<file path="config.mk">
export PLATFORM = sky130hd
export DESIGN_NAME = psum_collector
export DESIGN_NICKNAME = d
export VERILOG_FILES = /design/src/rtl/psum_pkg.sv /design/src/rtl/psum_row_fifo.sv /design/src/rtl/psum_collector.sv
export SDC_FILE = /design/constraint.sdc
export NUM_CORES = 1
export LEC_CHECK = 0
export CAP_MARGIN = 20
export CORE_MARGIN = 5
export CORE_UTILIZATION = 45
export CTS_CLUSTER_SIZE = 28
export DETAILED_ROUTE_END_ITERATION = 8
export GPL_TIMING_DRIVEN = 0
export MAX_ROUTING_LAYER = met4
export PLACE_DENSITY = 0.73
export SYNTH_ARGS = -nofsm -noshare
export SYNTH_HDL_FRONTEND = slang
export SYNTH_SLANG_ARGS = --single-unit
export TNS_END_PERCENT = 30
</file>
<file path="constraint.sdc">
create_clock -name clk -period 16.8 [get_ports clk]
set_clock_uncertainty 0.05 [all_clocks]
set_input_delay 3.36 -clock clk [delete_from_list [all_inputs] [get_ports clk]]
set_output_delay 3.36 -clock clk [all_outputs]
set_load 0.1 [all_outputs]
</file>
<file path="src/rtl/psum_pkg.sv">
// Shared types and default sizes for the psum collector.
// Optional data clamp in the top is controlled by PSUM_COLLECTOR_RELU_EN.
package psum_pkg;

  typedef enum logic [1:0] {
    IDLE    = 2'd0,
    COLLECT = 2'd1,
    FLUSH   = 2'd2,
    DONE    = 2'd3
  } state_t;

  localparam int DEF_ARRAY_ROWS = 3;
  localparam int DEF_PSUM_W     = 32;
  localparam int DEF_ADDR_W     = 32;
  localparam int DEF_FIFO_DEPTH = 4;
  localparam int CNT_W          = 16;

endpackage

</file>
<file path="src/rtl/psum_row_fifo.sv">
// Single-clock FIFO for one PE row; a push into a full FIFO is kept only
// when the same cycle also pops. drop_o flags a push that was refused.
module psum_row_fifo
  import psum_pkg::*;
#(
  parameter int WIDTH = DEF_PSUM_W + DEF_ADDR_W,
  parameter int DEPTH = DEF_FIFO_DEPTH
) (
  input  logic             clk,
  input  logic             rst,
  input  logic             push_i,
  input  logic [WIDTH-1:0] push_data_i,
  input  logic             pop_i,
  output logic [WIDTH-1:0] pop_data_o,
  output logic             full_o,
  output logic             empty_o,
  output logic             drop_o
);

  localparam int PTR_W = $clog2(DEPTH);
  localparam int PW1   = PTR_W + 1;

  logic [WIDTH-1:0] mem_q [DEPTH];
  logic [PTR_W:0]   wr_ptr_q, wr_ptr_d;
  logic [PTR_W:0]   rd_ptr_q, rd_ptr_d;
  logic             do_push, do_pop;

  // Extra pointer MSB distinguishes full from empty when the indices match.
  assign empty_o = (wr_ptr_q == rd_ptr_q);
  assign full_o  = (wr_ptr_q[PTR_W] != rd_ptr_q[PTR_W]) &&
                   (wr_ptr_q[PTR_W-1:0] == rd_ptr_q[PTR_W-1:0]);

  assign do_pop     = pop_i && !empty_o;
  assign do_push    = push_i && (!full_o || do_pop);
  assign drop_o     = push_i && !do_push;
  assign pop_data_o = mem_q[rd_ptr_q[PTR_W-1:0]];

  always_comb begin
    wr_ptr_d = wr_ptr_q + PW1'(do_push);
    rd_ptr_d = rd_ptr_q + PW1'(do_pop);
  end

  always_ff @(posedge clk) begin
    if (rst) begin
      wr_ptr_q <= '0;
      rd_ptr_q <= '0;
    end else begin
      wr_ptr_q <= wr_ptr_d;
      rd_ptr_q <= rd_ptr_d;
    end
  end

  always_ff @(posedge clk) begin
    if (do_push) mem_q[wr_ptr_q[PTR_W-1:0]] <= push_data_i;
  end

endmodule

</file>
<file path="src/rtl/psum_collector.sv">
// Collects per-row partial sums into row FIFOs and drains them round-robin
// onto one write stream. Define PSUM_COLLECTOR_RELU_EN to clamp negative data to 0.
module psum_collector
  import psum_pkg::*;
#(
  parameter int ARRAY_ROWS = DEF_ARRAY_ROWS,
  parameter int PSUM_W     = DEF_PSUM_W,
  parameter int ADDR_W     = DEF_ADDR_W,
  parameter int FIFO_DEPTH = DEF_FIFO_DEPTH
) (
  input  logic                         clk,
  input  logic                         rst,
  input  logic                         start,
  input  logic [ARRAY_ROWS-1:0]        psum_valid,
  input  logic [ARRAY_ROWS*PSUM_W-1:0] psum_data,
  input  logic [ARRAY_ROWS*ADDR_W-1:0] psum_addr,
  input  logic                         ctrl_done,
  output logic                         out_valid,
  input  logic                         out_ready,
  output logic [PSUM_W-1:0]            out_data,
  output logic [ADDR_W-1:0]            out_addr,
  output logic [CNT_W-1:0]             out_count,
  output logic                         busy,
  output logic                         drain_done,
  output logic                         overflow,
  output logic [1:0]                   dbg_state
);

  // Handshake: a beat transfers on a rising edge where out_valid && out_ready;
  // once raised, out_valid and the beat payload hold until that transfer.

  localparam int ENTRY_W = PSUM_W + ADDR_W;
  localparam int RR_W    = (ARRAY_ROWS > 1) ? $clog2(ARRAY_ROWS) : 1;
  localparam int CAND_W  = RR_W + 1;

  state_t              state_q, state_d;
  logic [RR_W-1:0]     rr_q, rr_d;
  logic                out_valid_q, out_valid_d;
  logic [PSUM_W-1:0]   out_data_q, out_data_d;
  logic [ADDR_W-1:0]   out_addr_q, out_addr_d;
  logic [CNT_W-1:0]    out_count_q, out_count_d;
  logic                overflow_q, overflow_d;

  logic                capture_en;
  logic [ARRAY_ROWS-1:0] push_vec, pop_vec, fifo_empty, fifo_full, fifo_drop;
  logic [ENTRY_W-1:0]  fifo_dout [ARRAY_ROWS];

  logic                slot_load, handshake;
  logic                grant_found;
  logic [RR_W-1:0]     grant_idx, grant_next;
  logic [CAND_W-1:0]   cand;
  logic [PSUM_W-1:0]   grant_data, slot_data;
  logic [ADDR_W-1:0]   grant_addr;

  assign capture_en = (state_q == COLLECT) || (state_q == FLUSH);
  assign push_vec   = psum_valid & {ARRAY_ROWS{capture_en}};

  for (genvar i = 0; i < ARRAY_ROWS; i++) begin : g_row
    psum_row_fifo #(
      .WIDTH (ENTRY_W),
      .DEPTH (FIFO_DEPTH)
    ) u_fifo (
      .clk         (clk),
      .rst         (rst),
      .push_i      (push_vec[i]),
      .push_data_i ({psum_data[i*PSUM_W +: PSUM_W], psum_addr[i*ADDR_W +: ADDR_W]}),
      .pop_i       (pop_vec[i]),
      .pop_data_o  (fifo_dout[i]),
      .full_o      (fifo_full[i]),
      .empty_o     (fifo_empty[i]),
      .drop_o      (fifo_drop[i])
    );
  end

  // First non-empty row at or after the round-robin pointer.
  always_comb begin
    grant_found = 1'b0;
    grant_idx   = '0;
    cand        = '0;
    for (int k = 0; k < ARRAY_ROWS; k++) begin
      cand = {1'b0, rr_q} + CAND_W'(k);
      if (cand >= CAND_W'(ARRAY_ROWS)) cand = cand - CAND_W'(ARRAY_ROWS);
      if (!grant_found && !fifo_empty[cand[RR_W-1:0]]) begin
        grant_found = 1'b1;
        grant_idx   = cand[RR_W-1:0];
      end
    end
  end

  assign grant_next = (grant_idx == RR_W'(ARRAY_ROWS - 1)) ? '0 : grant_idx + RR_W'(1);
  assign grant_data = fifo_dout[grant_idx][ENTRY_W-1:ADDR_W];
  assign grant_addr = fifo_dout[grant_idx][ADDR_W-1:0];

`ifdef PSUM_COLLECTOR_RELU_EN
  assign slot_data = grant_data[PSUM_W-1] ? '0 : grant_data;
`else
  assign slot_data = grant_data;
`endif

  assign handshake = out_valid_q && out_ready;
  assign slot_load = !out_valid_q || out_ready;

  always_comb begin
    pop_vec = '0;
    if (slot_load && grant_found) pop_vec[grant_idx] = 1'b1;
  end

  always_comb begin
    state_d = state_q;
    case (state_q)
      IDLE:    if (start) state_d = COLLECT;
      COLLECT: if (ctrl_done) state_d = FLUSH;
      // Leave only when nothing is buffered, nothing is arriving, and the slot drains.
      FLUSH:   if ((&fifo_empty) && !(|push_vec) && (!out_valid_q || out_ready))
                 state_d = DONE;
      DONE:    state_d = IDLE;
      default: state_d = IDLE;
    endcase
  end

  always_comb begin
    rr_d        = rr_q;
    out_valid_d = out_valid_q;
    out_data_d  = out_data_q;
    out_addr_d  = out_addr_q;
    out_count_d = out_count_q;
    overflow_d  = overflow_q;

    if (handshake && (out_count_q != '1)) out_count_d = out_count_q + CNT_W'(1);

    if (slot_load) begin
      out_valid_d = grant_found;
      if (grant_found) begin
        out_data_d = slot_data;
        out_addr_d = grant_addr;
        rr_d       = grant_next;
      end
    end

    if (|fifo_drop) overflow_d = 1'b1;

    if ((state_q == IDLE) && start) begin
      out_count_d = '0;
      overflow_d  = 1'b0;
      rr_d        = '0;
    end
  end

  always_ff @(posedge clk) begin
    if (rst) begin
      state_q     <= IDLE;
      rr_q        <= '0;
      out_valid_q <= 1'b0;
      out_data_q  <= '0;
      out_addr_q  <= '0;
      out_count_q <= '0;
      overflow_q  <= 1'b0;
    end else begin
      state_q     <= state_d;
      rr_q        <= rr_d;
      out_valid_q <= out_valid_d;
      out_data_q  <= out_data_d;
      out_addr_q  <= out_addr_d;
      out_count_q <= out_count_d;
      overflow_q  <= overflow_d;
    end
  end

  assign out_valid  = out_valid_q;
  assign out_data   = out_data_q;
  assign out_addr   = out_addr_q;
  assign out_count  = out_count_q;
  assign overflow   = overflow_q;
  assign busy       = (state_q == COLLECT) || (state_q == FLUSH);
  assign drain_done = (state_q == DONE);
  assign dbg_state  = state_q;

endmodule

</file>
==> metrics.txt, run 1 <==
status finished clean; power share of the sequential group 0.395; CTS Buf Count 86; Clock Power Share 0.277; H-tree depth 3; I/O pin count 286; wire length on met3 about 7000 um; net switching power roughly 2.4 mW; number of cells on the worst hold path 1; Detailed Route WL about 85000 um; Netlist cell types 52; Worst-Margin Slew 1.077 ns; Pint 4.524 mW; Mapped Avg Cell Area slightly below 20 um2; Pins Over Slew Limit 0; total gr overflow 0; clk_lat worst skew 0.65 ns; hold crit path type flop to flop; Total Routing Usage GR 0.2165; CORE AREA between 70000 and 80000 um2; PwrDens 166.1 nW/um2; # setup viols final 0; final core utilization 0.5607; FF-to-FF End g_row[1].u_fifo.mem_q[1][40]$_DFFE_PP_; Syn Nets 1912; Hold Crit Endpoint out_addr[3]$_SDFFE_PP0N_; fmax 0.1579 GHz; wire per inst between 20 and 30 um; largest net degree at the start of global routing 35; # nets final 2365; P&R area growth vs syn 24.07%; drc violations 0; post-synthesis sequential area ratio 0.7512; setup repair after global routing missed its margin false; sw frac 0.3443; Max Buffers Root-to-Sink 3; Leak around 13 nW; Tmin final 6.334 ns; synthesized instance count 1692; dpl cell area 38600 um2; Worst Path Required roughly 17 ns; Die Span X approximately 280 um; Syn Std Cell Area about 33000 um2; final instance area 41530 um2; Tcrit/Tclk final 0.3770; first-pass GRT wire length about 120000 um; Iter 0 DRT Violations 1468; Die Span Y 282.7 um; uppermost layer routed met4; met2 wire len 41840 um; combinational power share 0.328; final setup TNS 0 ns; Hold-fix buffers, CTS 0; Initial Util 0.4519; crit path kind input port to flop; R2R setup slack 11.96 ns; path depth of the worst reg2reg path 13; number of port buffers 285; ANT nets after route 0; CTS tree yes; DIE AREA 79940 um2; Post-synth ARST share 0; Crit Path Max Fanout 10; TritonRoute pass-1 iters 5; Worst setup SP type input port; via count 18193; Ys Warns 0; wire length on met1 33570 um; GP Congestion 0.8471; share of post-route cells with drive strength above 1 0.2020; Post-synth top flop edfxtp_1; hold path startpoint out_addr[3]$_SDFFE_PP0N_; Reg clk slew, reported paths 0.06 ns; reg2reg start rr_q[0]$_SDFFE_PP0N_; cts repair resizes 0; relative slew slack 0.2796; Root Buffer clkbuf_16; max cap viols 0; # rows 100; crit end category flop; VDD IR max 0.0001271 V; register bit total from synthesis 872; dpl hpwl roughly 60000 um; Final Hold Fails 0; initial antenna violation count 28; setup repair bufs after CTS 0; crit path DAT 6.62 ns; vias in the first global route 18772; CTS sink count 872; routed vias/inst 5.655; EDFF count, synth 768
-- how the worst max path moves through the flow --
stage / cells past startpoint / slack (ns) / from / to
global placement: 5 / 1.62 / out_ready / g_row[0].u_fifo.mem_q[2][28]$_DFFE_PP_
CTS: 9 / 10.32 / out_ready / g_row[1].u_fifo.mem_q[2][40]$_DFFE_PP_
floorplan: 4 / 7.33 / out_ready / g_row[2].u_fifo.mem_q[1][0]$_DFFE_PP_
detailed placement: 9 / 9.67 / out_ready / g_row[1].u_fifo.mem_q[2][32]$_DFFE_PP_
finish: 8 / 10.47 / out_ready / g_row[1].u_fifo.mem_q[1][40]$_DFFE_PP_
global route: 8 / 10.37 / out_ready / g_row[1].u_fifo.mem_q[1][40]$_DFFE_PP_
-- per-layer routing --
metal	global-route usage	vias to the layer above
li1	-	7920
met4	0.07458	0
met5	-	-
met2	0.3414	652
met3	0.06392	116
met1	0.2721	9505
-- Yosys cell counts, types with 20 or more instances --
| master | n | share of area |
|---|---|---|
| a221o_1 | 59 | 0.018 |
| clkbuf_1 | 69 | 0.0077 |
| mux4_2 | 192 | 0.13 |
| edfxtp_1 | 768 | 0.69 |
| ha_1 | 20 | 0.0075 |
| nand2_1 | 76 | 0.0085 |
| o21a_1 | 60 | 0.013 |
| nor3b_1 | 65 | 0.015 |
| nor3_1 | 71 | 0.011 |
| nor2_1 | 32 | 0.0036 |
| dfxtp_1 | 104 | 0.062 |
| xnor2_1 | 21 | 0.0055 |
-- registers in the layout (all words and copies together) (netlist names) --
| register | cells |
|---|---|
| dbg_state | 2 |
| g_row.u_fifo.mem_q | 768 |
| g_row.u_fifo.rd_ptr_q | 9 |
| g_row.u_fifo.wr_ptr_q | 9 |
| out_addr | 32 |
| out_count | 16 |
| out_data | 32 |
| out_valid | 1 |
| overflow | 1 |
| rr_q | 2 |
-- layout by cell type, fill, tap and decap left out, types with 5 or more instances in the layout --
cell type	instances
nand2_1	76
edfxtp_1	768
a22oi_1	5
o21a_1	60
clkbuf_1	92
nor2_1	30
nor3b_1	59
xnor2_1	21
clkinv_1	6
buf_2	18
nor2b_1	13
a21oi_1	14
buf_12	5
nor4_1	5
inv_1	16
ha_1	20
clkdlybuf4s50_1	285
xor2_1	7
or3_1	5
buf_6	64
clkinv_2	14
buf_1	11
nand3_1	7
a221o_1	59
clkbuf_8	12
mux4_2	192
nor3_1	68
clkbuf_16	88
buf_8	10
dfxtp_1	104
bufinv_16	5
nor3b_2	6
diode_2	30
-- power by group through the flow --
stage	Sequential (mW)	Combinational [mW]	Clock (mW)
2_1_floorplan	3.13	1.09	0
3_3_place_gp	2.82	2.11	0
3_5_place_dp	2.77	2.26	0
4_1_cts	2.73	2.27	1.94
5_1_grt	2.74	2.40	2.04
6_report	2.73	2.27	1.91
-- area by class of cell --
cell class                      count  area [um2]
Clock inverter                     36       367.9
Inverter                           16       60.06
Sequential cell                   872       25140
Tap cell                          969        1212
Multi-Input combinational cell    703        7943
Timing Repair Buffer              365        3844
Antenna cell                       30       75.07
Fill cell                        5557       32540
Clock buffer                      125        2461
Buffer                            101       422.9
-- critical path: stages --
cell and delay, ns:
clkdlybuf4s50_1 0.58, nor2b_1 0.18, nor3_1 0.59, o311ai_1 0.34, nor3b_2 0.92, buf_6 0.29
buf_6 0.17, buf_6 0.17
-- cell families (layout without fill, tap and decap cells) --
family / Yosys count / count (layout) / share of synthesized area
AO/OA/AOI/OAI: 168 / 168 / 0.04340
adder cells (fa/ha/maj): 20 / 20 / 0.007476
other: 0 / 30 / 0
buffers and inverters: 117 / 643 / 0.01435
XOR/XNOR: 28 / 28 / 0.007326
AND/OR/NAND/NOR: 293 / 293 / 0.04650
multiplexers: 194 / 194 / 0.1298
flip-flops: 872 / 872 / 0.7512
-- stage by stage --
stage                     instances  power [mW]  setup slack (ns)  hold WS [ns]
after floorplan                1692       4.223             7.332        0.4446
after global placement         2946       4.935             1.624        0.4177
after detailed placement       3023       5.034             9.666        0.4233
after CTS                      3184       6.946             10.32        0.4374
after global routing           3215       7.183             10.37        0.4548
final                          3217       6.900             10.47        0.4380
(Power assumes the default switching activity.)
==> run 2: changes to the inputs <==
==> constraint.sdc (replaced) <==
create_clock -name clk -period 6.3 [get_ports clk]
set_clock_uncertainty 0.05 [all_clocks]
set_input_delay 1.26 -clock clk [delete_from_list [all_inputs] [get_ports clk]]
set_output_delay 1.26 -clock clk [all_outputs]
set_load 0.1 [all_outputs]
==> results of run 2 <==
The final DEF is identical to that of run 1. Status: finished clean.
Among the figures that moved: setup slack after placement 9.666 ns -> 1.266 ns; setup slack after layout 10.47 ns -> 1.458 ns; start point of the critical path out_ready -> rr_q[0]$_SDFFE_PP0N_; register-to-register setup slack 11.96 ns -> 1.46 ns; total power 6.900 mW -> 18.40 mW; worst IR drop on VDD 0.0001271 V -> 0.0003390 V
==> run 3: changes to the inputs <==
==> constraint.sdc (replaced) <==
create_clock -name clk -period 4.63 [get_ports clk]
set_clock_uncertainty 0.05 [all_clocks]
set_input_delay 0.926 -clock clk [delete_from_list [all_inputs] [get_ports clk]]
set_output_delay 0.926 -clock clk [all_outputs]
set_load 0.1 [all_outputs]
==> run 3 against run 2 <==
Via count is 1.3% lower; utilization grew 0.13 points; combinational power rose by 36%; cell count fell by 0.68%; global-route usage shrank 0.48 points; sequential power up 36%; non-clock buffer count down 27; worst hold slack lost 0.0045 ns; cell area increased by 0.23%; first-iteration DRC count grew 8.8%; critical path type unchanged; critical endpoint is now g_row[2].u_fifo.mem_q[2][20]$_DFFE_PP_; largest cell class unchanged.
==> metrics.txt, run 3 (synthesized netlist as in run 1, its figures left out) <==
worst path cell trace xnor2_1 -> and3_1 -> buf_2 -> a311oi_4 -> nor4_1 -> o311ai_1 -> buf_4 -> nor3b_4 -> buf_8 -> buf_8; Worst path most repeated cell buf_8; Clock Power Share 0.278 (about the same); via count 17962 (-1.3%); # rows 100 (unchanged); final instance area 41630 um2 (+0.23%); Detailed Route WL 83030 um (-2.1%); wire per inst 25.99 um (-1.5%); power share of the sequential group 0.395 (about the same); net switching power 8.587 mW; critical path's largest stage delay 0.67 ns (-0.25 ns); CTS sink count 872 (unchanged); crit end category flop; Worst setup SP type flop; Initial Util 0.4519 (unchanged); setup repair after global routing missed its margin false; Die Span Y 282.7 um (unchanged); CTS tree yes; P&R area growth vs syn 24.36%; Root Buffer clkbuf_16; H-tree depth 3 (unchanged); first-pass GRT wire length 120800 um (-1.9%); Crit Path Max Fanout 16 (+6); dpl cell area 38630 um2 (about the same); initial antenna violation count 25 (-11%); Crit-path slowest cell nor3b_4; # setup viols final 0 (unchanged); Pint 16.50 mW; clk_lat worst skew 0.63 ns (-0.02 ns); pre-CTS setup slack -0.03672 ns; Reg clk slew, reported paths 0.06 ns (about the same); CORE AREA 74070 um2 (unchanged); Hold-fix buffers, CTS 0 (unchanged); Max Buffers Root-to-Sink 3 (unchanged); hold crit path type flop to flop; crit path DAT between 4 and 5 ns; Tmin final approximately 4.4 ns; sw frac 0.3423; largest net degree at the start of global routing 40 (+14%); relative slew slack 0.2831 (+0.003444); Final Hold Fails 0 (unchanged); most frequent cells in the layout edfxtp_1, clkdlybuf4s50_1, mux4_2, dfxtp_1, clkbuf_16; vias in the first global route 18601 (-0.91%); fmax 0.2266 GHz; number of port buffers 285 (unchanged); Pins Over Slew Limit 0 (unchanged); fin worst setup slack 0.2169 ns; max cap viols 0 (unchanged); most common cell after layout, fill and taps aside edfxtp_1; combinational power share 0.327 (about the same); GP Congestion 0.8284 (-2.2%); # nets final 2339 (-1.1%); CTS Buf Count 87 (+1.2%); post-layout power 25.09 mW; Tcrit/Tclk final 0.9532; TritonRoute pass-1 iters 5 (unchanged); Die Span X 282.7 um (unchanged); Worst-Margin Slew 1.075 ns (-0.001792 ns); ANT nets after route 0 (unchanged); status finished clean; max reg flops 768 (unchanged); total gr overflow 0 (unchanged); VDD IR max 0.0004367 V; PwrDens around 600 nW/um2; Leak 13.12 nW (-0.37%); Worst Path Required 4.90 ns; DIE AREA 79940 um2 (unchanged); I/O pin count 286 (unchanged); drc violations 0 (unchanged); crit path kind flop to flop; share of post-route cells with drive strength above 1 0.1996 (-0.002348); Total Routing Usage GR 0.2117 (-0.004799); dpl hpwl 58300 um (-3.5%); Iter 0 DRT Violations 1597 (+8.8%); routed vias/inst 5.622 (-0.59%)
## run 3: changes by cell type in the layout (fill, tap and decap cells not counted), sizes merged
cell	previous run	this run
diode	30	32
bufinv	5	6
clkinv	23	34
inv	20	19
buf	111	84
clkbuf	195	184
clkinvlp	4	7
## run 3: final cells by class
type | count | area, um2
Clock inverter | 50 | 470.5
Buffer | 101 | 422.9
Sequential cell | 872 | 25150
Fill cell | 5579 | 32440
Tap cell | 969 | 1212
Timing Repair Buffer | 338 | 3825
Inverter | 16 | 60.06
Multi-Input combinational cell | 703 | 8009
Antenna cell | 32 | 80.08
Clock buffer | 114 | 2400
## run 3: routing by layer
layer  GRT usage  share of wire
met1      0.2682           0.39
met2      0.3427           0.50
met3     0.05529          0.084
met4     0.06134          0.021
met5           -              0
## run 3: critical path: cells and delay by family (launching register included)
family          cells  cell delay (ns)
simple gates        3             1.46
buf+inv             4             1.19
xor+xnor            1             0.28
flops               1             0.53
compound gates      2             0.56
## run 3: final timing paths
check             slack (ns)                                   start  cells past startpoint                                     end
setup / recovery        0.22  g_row[1].u_fifo.wr_ptr_q[0]$_SDFF_PP0_                     10  g_row[2].u_fifo.mem_q[2][20]$_DFFE_PP_
hold / removal          0.43                out_addr[0]$_SDFFE_PP0N_                      1                out_addr[0]$_SDFFE_PP0N_
setup reg to reg        0.22  g_row[1].u_fifo.wr_ptr_q[0]$_SDFF_PP0_                     10  g_row[2].u_fifo.mem_q[2][20]$_DFFE_PP_
hold reg to reg         0.43                out_addr[0]$_SDFFE_PP0N_                      1                out_addr[0]$_SDFFE_PP0N_
## run 3: power groups by stage
stage | registers, mW | clock network (mW) | logic, mW
floorplan | 11.3 | 0 | 4.01
global placement | 10.1 | 0 | 7.61
detailed placement | 10.1 | 0 | 8.21
CTS | 9.90 | 7.11 | 8.24
global route | 9.96 | 7.46 | 8.68
finish | 9.90 | 6.97 | 8.22
## run 3: per-stage QoR
stage / hold slack, ns / util / instances / TNS, ns
6_report: 0.4335 / 0.5620 / 3195 / 0
2_1_floorplan: 0.4446 / - / 1692 / 0
3_3_place_gp: 0.4166 / 0.5083 / 2946 / -1400.96
4_1_cts: 0.4392 / 0.5607 / 3161 / 0
3_5_place_dp: 0.4194 / 0.5216 / 2994 / -0.8471
5_1_grt: 0.4467 / 0.5617 / 3186 / 0
## run 3: timing repair
action	in CTS	in global routing
resized for setup	1	0
endpoints found under the setup margin	30	0
setup buffers	3	0
